$ cat src/rtl/pdm_cic_decimator_if.sv
`default_nettype none
// ============================================================================
// Module   : pdm_cic_decimator_if
// Purpose  : Bundles the control, microphone and sample-memory write signals
//            of one PDM-to-PCM channel.
// Ports    : Enable, DMDATA        (to decimator)
//            DMCLK                 (mic clock, from decimator)
//            MemWE, MemAddr, MemData, SampleDelayZero (memory write side)
//            DMLocationWritingTo   (next ring location to be written)
//            modport master = decimator side, slave = consumer/driver side.
// Revision : 1.0  initial release
// ============================================================================
interface pdm_cic_decimator_if #(
    parameter int OUT_W  = 9,
    parameter int ADDR_W = 10
);
    logic              Enable;
    logic              DMDATA;
    logic              DMCLK;
    logic              MemWE;
    logic [ADDR_W-1:0] MemAddr;
    logic [OUT_W-1:0]  MemData;
    logic [ADDR_W-1:0] DMLocationWritingTo;
    logic              SampleDelayZero;

    modport master (
        input  Enable, DMDATA,
        output DMCLK, MemWE, MemAddr, MemData, DMLocationWritingTo, SampleDelayZero
    );

    modport slave (
        output Enable, DMDATA,
        input  DMCLK, MemWE, MemAddr, MemData, DMLocationWritingTo, SampleDelayZero
    );
endinterface
`default_nettype wire

$ cat src/rtl/pdm_cic_decimator.sv
`default_nettype none
// ============================================================================
// Module   : pdm_cic_decimator
// Purpose  : Generates the microphone clock, filters the PDM bitstream with a
//            3rd-order CIC decimator and writes saturated signed PCM samples
//            into a circular sample memory.
// Ports    : CLK  - system clock
//            rst  - synchronous active-high reset
//            bus  - pdm_cic_decimator_if.master (Enable, DMDATA, DMCLK,
//                   MemWE, MemAddr, MemData, DMLocationWritingTo,
//                   SampleDelayZero)
// Revision : 1.0  initial release
// ============================================================================
module pdm_cic_decimator #(
    parameter int CLK_DIV = 16,
    parameter int DECIM   = 64,
    parameter int OUT_W   = 9,
    parameter int ADDR_W  = 10
) (
    input  wire logic               CLK,
    input  wire logic               rst,
    pdm_cic_decimator_if.master     bus
);
    localparam int ACC_W = 20;
    localparam int SHIFT = 10;
    localparam int DIV_W = $clog2(CLK_DIV);
    localparam int DEC_W = $clog2(DECIM);
    localparam logic signed [ACC_W-1:0] SAT_MAX = ACC_W'((1 << (OUT_W-1)) - 1);
    localparam logic signed [ACC_W-1:0] SAT_MIN = ACC_W'(-(1 << (OUT_W-1)));

    logic [DIV_W-1:0]        div_cnt;
    logic [DEC_W-1:0]        dec_cnt;
    logic                    dm_meta, dm_sync;
    logic                    tick;
    logic signed [ACC_W-1:0] pdm_val;
    logic signed [ACC_W-1:0] int1, int2, int3;
    logic signed [ACC_W-1:0] dly1, dly2, dly3;
    logic signed [ACC_W-1:0] c1, c2, c3;
    logic                    v1, v2, v3;
    logic signed [ACC_W-1:0] scaled;
    logic [OUT_W-1:0]        sat;
    logic [1:0]              prime_cnt;
    logic                    enable_d;
    logic [ADDR_W-1:0]       wr_ptr;

    // The tick is the last CLK of the DMCLK high phase, so the next edge
    // both samples the bit and drops DMCLK.
    assign tick      = bus.Enable && (div_cnt == DIV_W'(CLK_DIV-1));
    assign bus.DMCLK = (div_cnt >= DIV_W'(CLK_DIV/2));
    assign pdm_val   = dm_sync ? {{(ACC_W-1){1'b0}}, 1'b1} : {ACC_W{1'b1}};

    assign bus.DMLocationWritingTo = wr_ptr;

    // Front end: divider, synchronizer, integrators, decimator, first comb.
    // The first comb is folded into the decimating tick so the write lands
    // exactly four CLKs after that tick.
    always_ff @(posedge CLK) begin
        if (rst) begin
            div_cnt <= '0;
            dec_cnt <= '0;
            dm_meta <= 1'b0;
            dm_sync <= 1'b0;
            int1    <= '0;
            int2    <= '0;
            int3    <= '0;
            dly1    <= '0;
            c1      <= '0;
            v1      <= 1'b0;
        end else begin
            dm_meta <= bus.DMDATA;
            dm_sync <= dm_meta;
            v1      <= 1'b0;
            if (!bus.Enable || tick)
                div_cnt <= '0;
            else
                div_cnt <= div_cnt + 1'b1;
            if (tick) begin
                // Pipelined cascade; modulo-2^20 wrap cancels in the combs.
                int1 <= int1 + pdm_val;
                int2 <= int2 + int1;
                int3 <= int3 + int2;
                if (dec_cnt == DEC_W'(DECIM-1)) begin
                    dec_cnt <= '0;
                    dly1    <= int3;
                    c1      <= int3 - dly1;
                    v1      <= 1'b1;
                end else begin
                    dec_cnt <= dec_cnt + 1'b1;
                end
            end
        end
    end

    // Arithmetic shift, then clamp to the signed output range.
    assign scaled = c3 >>> SHIFT;
    always_comb begin
        sat = scaled[OUT_W-1:0];
        if (scaled > SAT_MAX)
            sat = SAT_MAX[OUT_W-1:0];
        else if (scaled < SAT_MIN)
            sat = SAT_MIN[OUT_W-1:0];
    end

    // Back end: remaining combs, priming, memory write. Runs independently
    // of Enable so a sample already in flight still completes.
    always_ff @(posedge CLK) begin
        if (rst) begin
            dly2                <= '0;
            dly3                <= '0;
            c2                  <= '0;
            c3                  <= '0;
            v2                  <= 1'b0;
            v3                  <= 1'b0;
            prime_cnt           <= '0;
            enable_d            <= 1'b0;
            wr_ptr              <= '0;
            bus.MemWE           <= 1'b0;
            bus.MemAddr         <= '0;
            bus.MemData         <= '0;
            bus.SampleDelayZero <= 1'b0;
        end else begin
            enable_d            <= bus.Enable;
            v2                  <= v1;
            v3                  <= v2;
            bus.MemWE           <= 1'b0;
            bus.SampleDelayZero <= 1'b0;
            if (v1) begin
                dly2 <= c1;
                c2   <= c1 - dly2;
            end
            if (v2) begin
                dly3 <= c2;
                c3   <= c2 - dly3;
            end
            if (bus.MemWE)
                wr_ptr <= wr_ptr + 1'b1;
            // The first three outputs still carry stale comb/integrator
            // history, so they are consumed without a write.
            if (v3) begin
                if (prime_cnt == 2'd3) begin
                    bus.MemWE           <= 1'b1;
                    bus.SampleDelayZero <= 1'b1;
                    bus.MemAddr         <= wr_ptr;
                    bus.MemData         <= sat;
                end else begin
                    prime_cnt <= prime_cnt + 1'b1;
                end
            end
            if (bus.Enable && !enable_d)
                prime_cnt <= '0;
        end
    end
endmodule
`default_nettype wire
$ cat src/flat_wrapper.sv
// flat-port wrapper written by rule: the top's interface ports become plain ports
module pdm_cic_decimator_flat 
#(
    parameter int CLK_DIV = 16,
    parameter int DECIM   = 64,
    parameter int OUT_W   = 9,
    parameter int ADDR_W  = 10
)
  (CLK, rst, bus_Enable, bus_DMDATA, bus_DMCLK, bus_MemWE, bus_MemAddr, bus_MemData, bus_DMLocationWritingTo, bus_SampleDelayZero);
  pdm_cic_decimator_if #(.OUT_W(OUT_W), .ADDR_W(ADDR_W)) bus_i ();
  input  wire logic CLK;
  input  wire logic rst;
  input wire logic [$bits(bus_i.Enable)-1:0] bus_Enable;
  input wire logic [$bits(bus_i.DMDATA)-1:0] bus_DMDATA;
  output wire logic [$bits(bus_i.DMCLK)-1:0] bus_DMCLK;
  output wire logic [$bits(bus_i.MemWE)-1:0] bus_MemWE;
  output wire logic [$bits(bus_i.MemAddr)-1:0] bus_MemAddr;
  output wire logic [$bits(bus_i.MemData)-1:0] bus_MemData;
  output wire logic [$bits(bus_i.DMLocationWritingTo)-1:0] bus_DMLocationWritingTo;
  output wire logic [$bits(bus_i.SampleDelayZero)-1:0] bus_SampleDelayZero;
  assign bus_i.Enable = bus_Enable;
  assign bus_i.DMDATA = bus_DMDATA;
  assign bus_DMCLK = bus_i.DMCLK;
  assign bus_MemWE = bus_i.MemWE;
  assign bus_MemAddr = bus_i.MemAddr;
  assign bus_MemData = bus_i.MemData;
  assign bus_DMLocationWritingTo = bus_i.DMLocationWritingTo;
  assign bus_SampleDelayZero = bus_i.SampleDelayZero;
  pdm_cic_decimator #(.CLK_DIV(CLK_DIV), .DECIM(DECIM), .OUT_W(OUT_W), .ADDR_W(ADDR_W)) u_core (.CLK(CLK), .rst(rst), .bus(bus_i));
endmodule
$ cat config.mk
export PLATFORM = sky130hd
export DESIGN_NAME = pdm_cic_decimator_flat
export DESIGN_NICKNAME = d
export VERILOG_FILES = /design/src/rtl/pdm_cic_decimator_if.sv /design/src/rtl/pdm_cic_decimator.sv /design/src/flat_wrapper.sv
export SDC_FILE = /design/constraint.sdc
export NUM_CORES = 1
export LEC_CHECK = 0
export CORE_MARGIN = 2
export CORE_UTILIZATION = 40
export CTS_CLUSTER_SIZE = 40
export DETAILED_ROUTE_END_ITERATION = 6
export PLACE_DENSITY_LB_ADDON = 0.15
export SLEW_MARGIN = 20
export SYNTH_ARGS = -nofsm -noshare
export SYNTH_HDL_FRONTEND = slang
export SYNTH_SLANG_ARGS = --single-unit
$ cat constraint.sdc
create_clock -name CLK -period 3.95 [get_ports CLK]
set_clock_uncertainty 0.15 [all_clocks]
set_input_delay 0.5925 -clock CLK [delete_from_list [all_inputs] [get_ports CLK]]
set_output_delay 0.5925 -clock CLK [all_outputs]
set_load 0.03 [all_outputs]
==> impl_metrics.sql <==
INSERT INTO impl_metrics (metric_group, metric, value, unit) VALUES
('pwr', 'finalPower', '4.635', 'mW'),
('placed_design', 'gp_congestion', '0.8266', ''),
('cells_and_area', 'postLayoutCoreUtil', '0.4527', ''),
('critical_path', 'path_class', 'reg2reg', ''),
('critical_path', 'timing.critical_path.arrival', '3.44', 'ns'),
('cells_and_area', 'final_net_count', '1787', ''),
('logic_synthesis', 'synth.net_count', '1777', ''),
('clock_tree', 'post_cts.resized_instances', '0', ''),
('sta', 'timing.final.max_slew_violations', '0', ''),
('die', 'floorplan.die.width', '184.7', 'um'),
('logic_synthesis', 'synthDistinctLibCells', '68', ''),
('pwr', 'p_leak', '5.773', 'nW'),
('logic_synthesis', 'yosys.area.top_type', 'dfxtp_1', ''),
('global_route', 'grt_pass1_wl', '48950', 'um'),
('critical_path', 'timing.critical_path.to_type', 'flop', ''),
('critical_path', 'critPathMostFrequentCell', 'o21ai_1', ''),
('die', 'floorplan.die_area', '0.03412', 'mm^2'),
('route', 'drt.antenna.violating_nets', '0', ''),
('min_path', 'timing.hold.worst.class', 'reg2reg', ''),
('sta', 'worst_slack', '0.8158', 'ns'),
('global_route', 'maximum_number_of_pins_on_one_net_before_global_route_repair', '78', ''),
('critical_path', 'data_required_time_at_the_worst_endpoint', '4.25', 'ns'),
('die', 'io-pin-count', '36', ''),
('sta', 'final-setup-viol-count', '0', ''),
('logic_synthesis', 'yosys.area.top_type_share', '0.3341', ''),
('run_status', 'outcome', 'complete, no violations', ''),
('critical_path', 'crit_path_start_kind', 'flop', ''),
('cells_and_area', 'diodes', '0', ''),
('cells_and_area', 'layout.filler_cells', '3301', ''),
('global_route', 'grt_remaining_overflow', '0', ''),
('critical_path', 'rr_startpoint', 'u_core.int1[0]$_SDFFE_PP0P_', ''),
('sta', 'grt_setup_unrepaired', 'no', ''),
('clock_tree', 'h-tree-depth', '1', ''),
('die', 'core_region', '0.03237', 'mm^2'),
('logic_synthesis', 'synthFlopType', 'dfxtp_1', ''),
('pwr', 'power.ir.vdd_worst', '0.0002887', 'V'),
('global_route', 'number_of_antenna_violations_at_the_first_check_in_global_routing', '0', ''),
('logic_synthesis', 'synth_most_common_cell', 'nand2_1', ''),
('route', 'drt_pass1_iterations', '4', ''),
('critical_path', 'worst_r2r_path_depth', '10', ''),
('sta', 'setup_tns', '0', 'ns'),
('critical_path', 'startpoint', 'u_core.int1[0]$_SDFFE_PP0P_', ''),
('die', 'fp-row-count', '66', ''),
('clock_tree', 'cts_root_buffer', 'clkbuf_16', ''),
('critical_path', 'slowest_stage', 'a2111oi_0', ''),
('logic_synthesis', 'syn-cell-area', '0.01306', 'mm^2'),
('flow_run', 'cap_viol_max_count', '0', ''),
('sta', 'final.period_utilization', '0.7935', ''),
('global_route', 'vias_in_the_first_global_route', '10320', ''),
('critical_path', 'critical-path-max-stage-delay', '0.49', 'ns'),
('critical_path', 'critical_path.cell_chain', 'ha_1, fa_1, a211oi_1, o21ai_1, a2111oi_0, o21ai_1, a41oi_1, xnor2_1, nand2_1, a21oi_1', ''),
('cells_and_area', 'final_layout_size_suffix_gt1_frac', '0.03990', ''),
('clock_tree', 'tritoncts', 'done', ''),
('global_route', 'global_route.usage.total', '0.1696', ''),
('critical_path', 'r2r_end', 'u_core.int2[16]$_SDFFE_PP0P_', ''),
('route', 'route.detailed.drc', '0', ''),
('cells_and_area', 'multi_input_comb_area', '0.008064', 'mm^2'),
('critical_path', 'cpLargestDelayFamily', 'compound AO/OA/AOI/OAI gates', ''),
('clock_tree', 'post-cts-setup-buffers', '0', ''),
('min_path', 'hold_path_depth', '2', ''),
('logic_synthesis', 'synthTopCellsByCount', 'nand2_1 (229), dfxtp_1 (218), a21oi_1 (182)', ''),
('clock_tree', 'post_cts_hold_buffer_count', '0', ''),
('clock_tree', 'path_clk_slew', '0.06', 'ns'),
('cells_and_area', 'sequential_cell_area_in_the_final_layout', '0.004365', 'mm^2'),
('critical_path', 'r2r_setup_slack', '0.82', 'ns'),
('die', 'floorplan.initialDensity', '0.4036', ''),
('placed_design', 'numPortBuffers', '35', ''),
('logic_synthesis', 'count_of_flip_flops_with_a_built_in_enable_after_synthesis', '0', ''),
('die', 'die_h', '184.7', 'um'),
('route', 'total_detailed_routing_wirelength', '28790', 'um'),
('logic_synthesis', 'async_flop_share', '0', '');
## worst max path at each step
stage	endpoint	slack [ns]	cells after the start
2_1_floorplan	u_core.int1[19]$_SDFFE_PP0P_	1.16	10
3_3_place_gp	u_core.int2[16]$_SDFFE_PP0P_	0.87	10
3_5_place_dp	u_core.int2[16]$_SDFFE_PP0P_	0.78	10
4_1_cts	u_core.int2[16]$_SDFFE_PP0P_	0.75	10
5_1_grt	u_core.int2[16]$_SDFFE_PP0P_	0.40	10
6_report	u_core.int2[16]$_SDFFE_PP0P_	0.82	10
## layout make-up
type                       count  share of cell area
tap                          442             0.03774
sequential                   218              0.2979
clock buffer                  40             0.05345
clock inverter                 6            0.004526
timing repair buffer          47             0.03014
inverter                     101             0.02587
multi-input combinational   1267              0.5503
## cells by family (layout without fill, tap and decap cells)
logic type                 count (synthesis)  count (layout)  synth area share
AOI/OAI and AO/OA                        439             439            0.2045
xor gates and xnor gates                  85              85           0.05699
adders and majority gates                122             122            0.1197
buffers and inverters                    166             194           0.04875
DFF                                      218             218            0.3341
muxes                                     57              57           0.04387
and+or+nand+nor                          564             564            0.1921
## per-layer routing
metal / global-route usage / vias up / routed length, um
met4: 0.04127 / 0 / 557
met3: 0.01956 / 42 / 584
met1: 0.2149 / 4972 / 14050
met2: 0.3059 / 87 / 13600
met5: 0 / - / 0
li1: - / 5803 / -
## placed cells by master, fill, tap and decap left out, drive strengths merged, types with 6 or more instances in the layout
| cell | synthesis | layout |
|---|---|---|
| a21o | 38 | 38 |
| buf | 21 | 13 |
| nor3 | 30 | 30 |
| nand3 | 39 | 39 |
| clkinv | 1 | 6 |
| nand4 | 14 | 14 |
| and2 | 6 | 6 |
| o21ai | 90 | 90 |
| xnor2 | 53 | 53 |
| o21a | 11 | 11 |
| nand2b | 10 | 10 |
| o22ai | 8 | 8 |
| inv | 100 | 100 |
| nor2 | 169 | 169 |
| a21boi | 6 | 6 |
| mux2i | 55 | 55 |
| a31oi | 11 | 11 |
| a211o | 8 | 8 |
| nor2b | 15 | 15 |
| nand2 | 229 | 229 |
| ha | 117 | 117 |
| a21oi | 182 | 182 |
| and3 | 16 | 16 |
| clkbuf | 44 | 40 |
| or3 | 6 | 6 |
| clkdlybuf4s50 | 0 | 34 |
| xor2 | 32 | 32 |
| o31ai | 8 | 8 |
| o21bai | 13 | 13 |
| a211oi | 26 | 26 |
| dfxtp | 218 | 218 |
## worst min-delay path, stage by stage, from the launching register on
cell     delay [ns]
dfxtp_1        0.30
nand2_1        0.05
a21oi_1        0.05
## flip-flops by register name, summed over array words and instances (netlist names)
register,flops
u_core.v1,1
u_core.enable_d,1
u_core.bus.DMLocationWritingTo,10
u_core.bus.MemWE,1
u_core.v3,1
u_core.dly3,20
u_core.div_cnt,4
u_core.bus.MemData,9
u_core.int3,20
u_core.dm_sync,1
u_core.prime_cnt,2
u_core.int1,20
u_core.c3,10
u_core.c1,20
u_core.dly2,20
u_core.bus.MemAddr,10
u_core.dly1,20
u_core.int2,20
u_core.c2,20
u_core.v2,1
u_core.dec_cnt,6
u_core.dm_meta,1
## through the flow
stage / cell area [um^2] / hold WS [ns] / std cells
final: 14650 / 0.3020 / 2121
after global routing: 14650 / 0.3159 / 2121
after CTS: 14650 / 0.3052 / 2121
after detailed placement: 13800 / 0.2968 / 2075
after global placement: 13800 / 0.2915 / 2075
after floorplan: 13060 / 0.2638 / 1651
## power breakdown
group	total, mW	internal, mW	switching, mW
registers	2.20	2.20	0.00124
logic	0.0901	0.0216	0.0685
clock network	2.34	1.42	0.921
(Power assumes the default switching activity.)
